===== config.mk =====
export PLATFORM = sky130hd
export DESIGN_NAME = matmul_mem_responder_flat
export DESIGN_NICKNAME = d
export VERILOG_FILES = /design/src/rtl/matmul_mem_responder_pkg.sv /design/src/rtl/matmul_mem_responder_if.sv /design/src/rtl/matmul_mem_responder_ram.sv /design/src/rtl/matmul_mem_responder.sv /design/src/flat_wrapper.sv
export SDC_FILE = /design/constraint.sdc
export NUM_CORES = 2
export LEC_CHECK = 0
export ABC_AREA = 1
export CAP_MARGIN = 20
export CELL_PAD_IN_SITES_DETAIL_PLACEMENT = 0
export CELL_PAD_IN_SITES_GLOBAL_PLACEMENT = 1
export CORE_MARGIN = 2
export CORE_UTILIZATION = 50
export DETAILED_ROUTE_END_ITERATION = 10
export GPL_TIMING_DRIVEN = 0
export HOLD_SLACK_MARGIN = 0.15
export PLACE_DENSITY = 0.78
export SYNTH_ARGS = -nofsm -noshare
export SYNTH_HDL_FRONTEND = slang
export SYNTH_SLANG_ARGS = --single-unit

===== constraint.sdc =====
create_clock -name clk -period 4.2 [get_ports clk]
set_input_delay 0.42 -clock clk [delete_from_list [all_inputs] [get_ports clk]]
set_output_delay 0.42 -clock clk [all_outputs]
set_load 0.01 [all_outputs]

===== src/rtl/matmul_mem_responder_pkg.sv =====
// Shared widths, region codes and address-decode helpers for the matmul memory responder.
package matmul_pkg;
   localparam int ADDR_W  = 10;
   localparam int DATA_W  = 32;
   localparam int DEPTH   = 16;
   localparam int IDX_W   = $clog2(DEPTH);
   localparam int C_WORDS = 4;

   localparam logic [1:0] REGION_A   = 2'b00;
   localparam logic [1:0] REGION_B   = 2'b01;
   localparam logic [1:0] REGION_C   = 2'b10;
   localparam logic [1:0] REGION_BAD = 2'b11;

   localparam logic [ADDR_W-1:0] BASE_A = 10'h000;
   localparam logic [ADDR_W-1:0] BASE_B = 10'h100;
   localparam logic [ADDR_W-1:0] BASE_C = 10'h200;

   // Bits between the region select and the word index must be clear.
   function automatic logic in_range(input logic [ADDR_W-1:0] a);
      return a[ADDR_W-3:IDX_W] == '0;
   endfunction

   function automatic logic addr_ok(input logic [ADDR_W-1:0] a, input logic [1:0] region);
      return (a[ADDR_W-1 -: 2] == region) && in_range(a);
   endfunction
endpackage


===== src/rtl/matmul_mem_responder_if.sv =====
// Engine A/B/C memory ports plus host access port of the matmul memory responder.
interface matmul_mem_responder_if;
   import matmul_pkg::*;

   logic              mem_read_en_A;
   logic [ADDR_W-1:0] mem_addr_A;
   logic [DATA_W-1:0] mem_data_A;
   logic              mem_read_en_B;
   logic [ADDR_W-1:0] mem_addr_B;
   logic [DATA_W-1:0] mem_data_B;
   logic              mem_write_en_C;
   logic [ADDR_W-1:0] mem_addr_C;
   logic [DATA_W-1:0] mem_data_C;
   logic              host_req;
   logic              host_we;
   logic [ADDR_W-1:0] host_addr;
   logic [DATA_W-1:0] host_wdata;
   logic              host_gnt;
   logic [DATA_W-1:0] host_rdata;
   logic              host_rvalid;
   logic              c_done;
   logic              err_addr;
   logic              err_clr;

   modport slave (
      input  mem_read_en_A, mem_addr_A, mem_read_en_B, mem_addr_B,
             mem_write_en_C, mem_addr_C, mem_data_C,
             host_req, host_we, host_addr, host_wdata, err_clr,
      output mem_data_A, mem_data_B, host_gnt, host_rdata, host_rvalid, c_done, err_addr
   );

   modport master (
      output mem_read_en_A, mem_addr_A, mem_read_en_B, mem_addr_B,
             mem_write_en_C, mem_addr_C, mem_data_C,
             host_req, host_we, host_addr, host_wdata, err_clr,
      input  mem_data_A, mem_data_B, host_gnt, host_rdata, host_rvalid, c_done, err_addr
   );
endinterface


===== src/rtl/matmul_mem_responder_ram.sv =====
// One region of word storage: single write port, single registered read port, no reset.
module mm_region_ram #(
   parameter int DATA_W = 32,
   parameter int DEPTH  = 16,
   parameter int IDX_W  = $clog2(DEPTH)
) (
   input  logic              clk,
   input  logic              we,
   input  logic [IDX_W-1:0]  waddr,
   input  logic [DATA_W-1:0] wdata,
   input  logic              re,
   input  logic [IDX_W-1:0]  raddr,
   output logic [DATA_W-1:0] rdata
);
   logic [DATA_W-1:0] mem [DEPTH];

   always_ff @(posedge clk) begin
      if (we) mem[waddr] <= wdata;
      if (re) rdata <= mem[raddr];
   end
endmodule


===== src/rtl/matmul_mem_responder.sv =====
// Serves the matmul engine's A/B read and C write ports from three RAM regions, with a
// lower-priority host port for preload/readback, a C-write completion pulse and a sticky address error.
module matmul_mem_responder
   import matmul_pkg::*;
#(
   parameter int C_WORDS = matmul_pkg::C_WORDS
) (
   input  logic                   clk,
   input  logic                   rst,
   matmul_mem_responder_if.slave  bus
);
   localparam logic [0:0] ST_IDLE = 1'b0;
   localparam logic [0:0] ST_RESP = 1'b1;
   localparam int NREG  = 3;
   localparam int CNT_W = $clog2(C_WORDS + 1);

   logic a_ok, b_ok, c_ok, eng_any, host_ok, host_gnt, host_wr, host_rd, err_set, c_wr;
   logic [1:0] host_reg;
   logic [IDX_W-1:0] host_idx;
   logic [0:0] state;
   logic [1:0] resp_reg;
   logic resp_ok;
   logic [CNT_W-1:0] c_wr_cnt;
   logic [NREG-1:0] we, re;
   logic [NREG-1:0][IDX_W-1:0] waddr, raddr;
   logic [NREG-1:0][DATA_W-1:0] wdata, rdata;
   logic [1:0] eng_rd, eng_ok, fresh;
   logic [1:0][DATA_W-1:0] hold, dout;

   assign a_ok    = addr_ok(bus.mem_addr_A, REGION_A);
   assign b_ok    = addr_ok(bus.mem_addr_B, REGION_B);
   assign c_ok    = addr_ok(bus.mem_addr_C, REGION_C);
   assign eng_any = bus.mem_read_en_A | bus.mem_read_en_B | bus.mem_write_en_C;
   assign c_wr    = bus.mem_write_en_C & c_ok;

   assign host_reg = bus.host_addr[ADDR_W-1 -: 2];
   assign host_idx = bus.host_addr[IDX_W-1:0];
   assign host_ok  = (host_reg != REGION_BAD) && in_range(bus.host_addr);
   assign host_gnt = bus.host_req & ~eng_any & (state == ST_IDLE);
   assign host_wr  = host_gnt & bus.host_we & host_ok;
   assign host_rd  = host_gnt & ~bus.host_we;
   assign bus.host_gnt = host_gnt;

   // Host drives all ports by default; engine accesses override (host is never granted alongside).
   always_comb begin
      for (int r = 0; r < NREG; r++) begin
         we[r]    = host_wr && (host_reg == 2'(r));
         re[r]    = host_rd && host_ok && (host_reg == 2'(r));
         waddr[r] = host_idx;
         raddr[r] = host_idx;
         wdata[r] = bus.host_wdata;
      end
      if (bus.mem_read_en_A && a_ok) begin
         re[0]    = 1'b1;
         raddr[0] = bus.mem_addr_A[IDX_W-1:0];
      end
      if (bus.mem_read_en_B && b_ok) begin
         re[1]    = 1'b1;
         raddr[1] = bus.mem_addr_B[IDX_W-1:0];
      end
      if (c_wr) begin
         we[2]    = 1'b1;
         waddr[2] = bus.mem_addr_C[IDX_W-1:0];
         wdata[2] = bus.mem_data_C;
      end
   end

   for (genvar r = 0; r < NREG; r++) begin : g_ram
      mm_region_ram #(.DATA_W(DATA_W), .DEPTH(DEPTH)) u_ram (
         .clk(clk), .we(we[r]), .waddr(waddr[r]), .wdata(wdata[r]),
         .re(re[r]), .raddr(raddr[r]), .rdata(rdata[r])
      );
   end

   // Engine read data: live RAM output for one cycle after a good read, then a held copy,
   // so later host reads of the same region do not disturb mem_data_X.
   assign eng_rd = {bus.mem_read_en_B, bus.mem_read_en_A};
   assign eng_ok = {b_ok, a_ok};
   always_comb for (int r = 0; r < 2; r++) dout[r] = fresh[r] ? rdata[r] : hold[r];

   always_ff @(posedge clk or posedge rst) begin
      if (rst) begin
         fresh <= '0;
         hold  <= '0;
      end else begin
         for (int r = 0; r < 2; r++) begin
            fresh[r] <= eng_rd[r] & eng_ok[r];
            hold[r]  <= eng_rd[r] ? '0 : dout[r];
         end
      end
   end

   assign bus.mem_data_A = dout[0];
   assign bus.mem_data_B = dout[1];

   always_ff @(posedge clk or posedge rst) begin
      if (rst) begin
         state    <= ST_IDLE;
         resp_reg <= REGION_A;
         resp_ok  <= 1'b0;
      end else begin
         case (state)
            ST_IDLE: if (host_rd) begin
               state    <= ST_RESP;
               resp_reg <= host_reg;
               resp_ok  <= host_ok;
            end
            default: state <= ST_IDLE;
         endcase
      end
   end

   assign bus.host_rvalid = (state == ST_RESP);
   always_comb begin
      bus.host_rdata = '0;
      if (state == ST_RESP && resp_ok) begin
         case (resp_reg)
            REGION_A: bus.host_rdata = rdata[0];
            REGION_B: bus.host_rdata = rdata[1];
            default:  bus.host_rdata = rdata[2];
         endcase
      end
   end

   always_ff @(posedge clk or posedge rst) begin
      if (rst) begin
         c_wr_cnt   <= '0;
         bus.c_done <= 1'b0;
      end else begin
         bus.c_done <= 1'b0;
         if (c_wr) begin
            if (c_wr_cnt == CNT_W'(C_WORDS - 1)) begin
               c_wr_cnt   <= '0;
               bus.c_done <= 1'b1;
            end else begin
               c_wr_cnt <= c_wr_cnt + 1'b1;
            end
         end
      end
   end

   assign err_set = (bus.mem_read_en_A & ~a_ok) | (bus.mem_read_en_B & ~b_ok)
                  | (bus.mem_write_en_C & ~c_ok) | (host_gnt & ~host_ok);

   always_ff @(posedge clk or posedge rst) begin
      if (rst)              bus.err_addr <= 1'b0;
      else if (err_set)     bus.err_addr <= 1'b1;
      else if (bus.err_clr) bus.err_addr <= 1'b0;
   end
endmodule


===== src/flat_wrapper.sv =====
// flat-port wrapper written by rule: the top's interface ports become plain ports
module matmul_mem_responder_flat import matmul_pkg::*;
#(
   parameter int C_WORDS = matmul_pkg::C_WORDS
)
  (clk, rst, bus_mem_read_en_A, bus_mem_addr_A, bus_mem_read_en_B, bus_mem_addr_B, bus_mem_write_en_C, bus_mem_addr_C, bus_mem_data_C, bus_host_req, bus_host_we, bus_host_addr, bus_host_wdata, bus_err_clr, bus_mem_data_A, bus_mem_data_B, bus_host_gnt, bus_host_rdata, bus_host_rvalid, bus_c_done, bus_err_addr);
  matmul_mem_responder_if bus_i ();
  input  logic clk;
  input  logic rst;
  input wire logic [$bits(bus_i.mem_read_en_A)-1:0] bus_mem_read_en_A;
  input wire logic [$bits(bus_i.mem_addr_A)-1:0] bus_mem_addr_A;
  input wire logic [$bits(bus_i.mem_read_en_B)-1:0] bus_mem_read_en_B;
  input wire logic [$bits(bus_i.mem_addr_B)-1:0] bus_mem_addr_B;
  input wire logic [$bits(bus_i.mem_write_en_C)-1:0] bus_mem_write_en_C;
  input wire logic [$bits(bus_i.mem_addr_C)-1:0] bus_mem_addr_C;
  input wire logic [$bits(bus_i.mem_data_C)-1:0] bus_mem_data_C;
  input wire logic [$bits(bus_i.host_req)-1:0] bus_host_req;
  input wire logic [$bits(bus_i.host_we)-1:0] bus_host_we;
  input wire logic [$bits(bus_i.host_addr)-1:0] bus_host_addr;
  input wire logic [$bits(bus_i.host_wdata)-1:0] bus_host_wdata;
  input wire logic [$bits(bus_i.err_clr)-1:0] bus_err_clr;
  output wire logic [$bits(bus_i.mem_data_A)-1:0] bus_mem_data_A;
  output wire logic [$bits(bus_i.mem_data_B)-1:0] bus_mem_data_B;
  output wire logic [$bits(bus_i.host_gnt)-1:0] bus_host_gnt;
  output wire logic [$bits(bus_i.host_rdata)-1:0] bus_host_rdata;
  output wire logic [$bits(bus_i.host_rvalid)-1:0] bus_host_rvalid;
  output wire logic [$bits(bus_i.c_done)-1:0] bus_c_done;
  output wire logic [$bits(bus_i.err_addr)-1:0] bus_err_addr;
  assign bus_i.mem_read_en_A = bus_mem_read_en_A;
  assign bus_i.mem_addr_A = bus_mem_addr_A;
  assign bus_i.mem_read_en_B = bus_mem_read_en_B;
  assign bus_i.mem_addr_B = bus_mem_addr_B;
  assign bus_i.mem_write_en_C = bus_mem_write_en_C;
  assign bus_i.mem_addr_C = bus_mem_addr_C;
  assign bus_i.mem_data_C = bus_mem_data_C;
  assign bus_i.host_req = bus_host_req;
  assign bus_i.host_we = bus_host_we;
  assign bus_i.host_addr = bus_host_addr;
  assign bus_i.host_wdata = bus_host_wdata;
  assign bus_i.err_clr = bus_err_clr;
  assign bus_mem_data_A = bus_i.mem_data_A;
  assign bus_mem_data_B = bus_i.mem_data_B;
  assign bus_host_gnt = bus_i.host_gnt;
  assign bus_host_rdata = bus_i.host_rdata;
  assign bus_host_rvalid = bus_i.host_rvalid;
  assign bus_c_done = bus_i.c_done;
  assign bus_err_addr = bus_i.err_addr;
  matmul_mem_responder #(.C_WORDS(C_WORDS)) u_core (.clk(clk), .rst(rst), .bus(bus_i));
endmodule

==> results.md <==
- Pint: 27.8 mW
- Starting Density: 0.503
- Total GRT Usage: 0.327
- DIE WIDTH: 384 microns
- CP Max Fanout: 10
- Crit. End Element: primary output
- CTS tree: yes
- Worst hold margin: 0.217 ns
- HP Start: bus_host_wdata[14]
- P per Cell Area: 431 nW/um^2
- Top Family by Delay on Critical Path: buffers and inverters
- Slew @ Worst Pin: 1.14 ns
- Antenna violations before repair: 18
- Vias per cell: 5.69
- TritonCTS buffer count: 176
- Mux contribution to synthesized area: 0
- Crit-path cells: or2_2 > clkbuf_1 > clkbuf_2 > nor2_1 > o21ai_1 > inv_1 > clkdlybuf4s50_1
- Row count: 139
- Post-CTS setup buffer count: 0
- Syn Nets: 6569
- Util after Layout: 0.590
- Maxcap violations: 0
- # DRC: 0
- Drt pass-1 iters: 5
- XOR/XNOR Fraction of Synth Area: 0.000122
- CP Buf/Inv Count: 4
- Placer congestion estimate: 0.941
- Largest family of logic cells by synthesized area: simple AND/OR/NAND/NOR gates
- Layout cells sized above 1: 0.0982
- CORE AREA: 143000 sq um
- Clock Tree Buf Depth: 3
- Nets@finish: 7128
- First-pass GRT wire length: 340 mm
- # IOs: 212
- CTS Root Cell: clkbuf_16
- Post-DP HPWL: 171 mm
- Max reg flops: 1536
- Clock power share: 0.415
- Worst setup path startpoint: u_core.resp_reg[1]
- R2r setup slk: 0.40 ns
- Initial DRC count: 7098
- Fin cells: 9068
- Antenna Nets Post-Route: 0
- Post-synthesis compound-gate area fraction: 0.0239
- Die Height: 384 microns
- Worst path slowest cell: dfrtp_1
- WP data arrival: 3.77 ns
- Biggest regs: u_core.g_ram.u_ram.mem (1536), u_core.g_ram.u_ram.rdata (96), u_core.hold (64)
- HP Class: in -> reg
- Clock transition at path regs: 0.06 ns
- Wire per inst: 26.8 microns
- Critical path startpoint category: register
- Switching Share: 0.236
- Yosys Warn Count: 0
- Post-Synth Simple-Gate Area: 0.188
- Final Max Tran Viols: 0
- Vias in the first global route: 48.5k
- Slowest stage delay, CP: 0.58 ns
- Fin crit period: 4.19 ns
- VDD IR max: 0.000263 V
- Clk_lat worst skew: 0.83 ns
- Die area: 147000 sq um
- Cells after synthesis: 6456
- CTS H-tree depth: 4
- P_leak: 34.3 nW
- Setup violators final: 0
- R2R Path Start: u_core.bus.host_rvalid
- Post-Place Cells: 8718
- Flop pwr share: 0.513
- Critical path class: reg -> out
- RSZ-0062 raised after global routing: yes
- Adder-cell area share of the yosys netlist: 0.000174
- CTS sink count: 1707
- Mapped Area: 72100 sq um
- Largest net degree at the start of global routing: 55
- Synth unique cells: 36
- Mapped Avg Cell Area: 11.2 sq um
- Comb power frac: 0.072
- Register area share after synthesis: 0.706
- Final hold violations: 0
- IO buf count: 209
- Largest Register: u_core.g_ram.u_ram.mem
- Status: finished clean
- Clock skew: 0.0374 ns
- Yosys reg bits: 1707
- Grt ovf: 0
- Total Power: 36.4 mW
- CP required: 3.78 ns
- Fmax achieved: 0.239 GHz
- Vias: 51.6k
- Design Area, Final: 84500 sq um
- WL final: 243 mm
- Rel. slew slack: 0.241
- Fin crit share: 0.997
- Layout area overhead: 17.3%
- Placed Area: 78800 sq um
- Psw: 8.60 mW
-- power groups by stage --
| stage | clock (mW) | combinational (mW) | sequential (mW) |
|---|---|---|---|
| 2_1_floorplan | 0 | 1.16 | 19.0 |
| 3_3_place_gp | 0 | 2.42 | 19.1 |
| 3_5_place_dp | 0 | 2.51 | 19.1 |
| 4_1_cts | 15.2 | 2.53 | 18.7 |
| 5_1_grt | 15.8 | 2.73 | 18.7 |
| 6_report | 15.1 | 2.61 | 18.7 |
-- layer usage --
layer  vias up  share of wire  wire length (microns)  GRT usage
met5         -       0.000091                     22    0.00487
li1      22900              -                      -          -
met3       472           0.12                  29500     0.0808
met4         4          0.052                  12700      0.162
met1     25100           0.38                  92200      0.443
met2      3139           0.45                 108000      0.495
-- placed cells by master (no fill, tap or decap), types with 9 or more instances in the layout --
master           netlist  final
clkinv_1               1     43
nand3_1             1348   1348
clkbuf_1             149    188
dfrtp_1               75     75
nand2_1             1450   1450
nand4_1               32     32
buf_8                  0     15
dlygate4sd3_1          0     22
clkdlybuf4s50_1        0    177
edfxtp_1            1632   1632
clkbuf_16              0    178
nor2_1                61     37
nor2_2                 4     11
inv_1               1089   1088
clkinv_2               0     27
nor3_2                 0     32
diode_2                0      9
buf_4                 50     61
buf_2                131    163
buf_12                 0     40
buf_1                 15     15
buf_6                 13     96
nand3b_1              65     65
o21ai_0               74     61
nor2_4                 5     22
o21ai_1                6     18
a21oi_1               65     65
bufinv_16              0     11
a22oi_1              128    128
-- path summary, 6_finish.rpt --
path,end,cells after the start
setup reg to reg,u_core.g_ram[1].u_ram.mem[9][5],10
setup / recovery,bus_host_rdata[14],7
min in group asynchronous,u_core.hold[20],3
hold / removal,u_core.g_ram[1].u_ram.mem[13][14],2
max in group asynchronous,u_core.c_wr_cnt[1],4
hold reg to reg,u_core.bus.c_done,1
-- area by class of cell --
class | instances | area [sq um]
antenna | 9 | 22.5
buffer | 357 | 1790
clock buffer | 223 | 4660
clock inverter | 96 | 818
fill | 11700 | 58800
inverter | 1096 | 4120
multi-input combinational | 3295 | 15600
sequential | 1707 | 50900
tap | 1903 | 2380
timing repair buffer | 382 | 4230
-- cells in the mapped netlist --
cell / instances / share of area
o22ai_1: 1 / 0.000087
nand4_1: 32 / 0.0028
nand3b_1: 65 / 0.0068
ha_1: 1 / 0.00017
clkinv_1: 1 / 0.000052
o21ai_0: 74 / 0.0051
nand3_2: 3 / 0.00042
o211ai_1: 1 / 0.00010
o31ai_1: 2 / 0.00021
a22oi_1: 128 / 0.013
and2_1: 1 / 0.000087
clkbuf_1: 149 / 0.0078
a21oi_1: 65 / 0.0045
nor2_1: 61 / 0.0032
nand3_1: 1348 / 0.094
nand2_2: 5 / 0.00043
inv_1: 1089 / 0.057
nor2_2: 4 / 0.00035
nand4_4: 1 / 0.00030
xor2_1: 1 / 0.00012
buf_2: 131 / 0.0091
edfxtp_1: 1632 / 0.68
nand3_4: 2 / 0.00049
o21a_1: 1 / 0.00010
buf_6: 13 / 0.0020
o21ai_1: 6 / 0.00042
dfrtp_1: 75 / 0.026
nand4_2: 1 / 0.00017
buf_1: 15 / 0.00078
or2_2: 1 / 0.000087
nor3_1: 35 / 0.0024
inv_2: 6 / 0.00031
nand2_4: 1 / 0.00016
nor2_4: 5 / 0.00078
buf_4: 50 / 0.0052
nand2_1: 1450 / 0.076
-- cell families (layout without fill, tap and decap cells) --
kind of cell               Yosys count  count (layout)
and+or+nand+nor                   3015            3015
buffers and inverters             1454            2154
DFF                               1707            1707
AOI/OAI and AO/OA                  278             278
other                                0               9
adders and majority gates            1               1
xor gates and xnor gates             1               1
-- per-stage QoR --
stage / setup slack [ns] / TNS (ns)
2_1_floorplan: 0.0712 / 0
3_3_place_gp: -3.76 / -5070.23
3_5_place_dp: -0.726 / -449.64
4_1_cts: 0.00955 / 0
5_1_grt: 0.000606 / 0
6_report: 0.0128 / 0
-- timing repair --
item                                    in CTS  in global routing
endpoints found under the setup margin      17                225
gates resized for setup                      6                 17
hold endpoints to repair                   316                  0
hold buffers                                22                  0
Note: power is estimated with default switching activity, not from simulation.
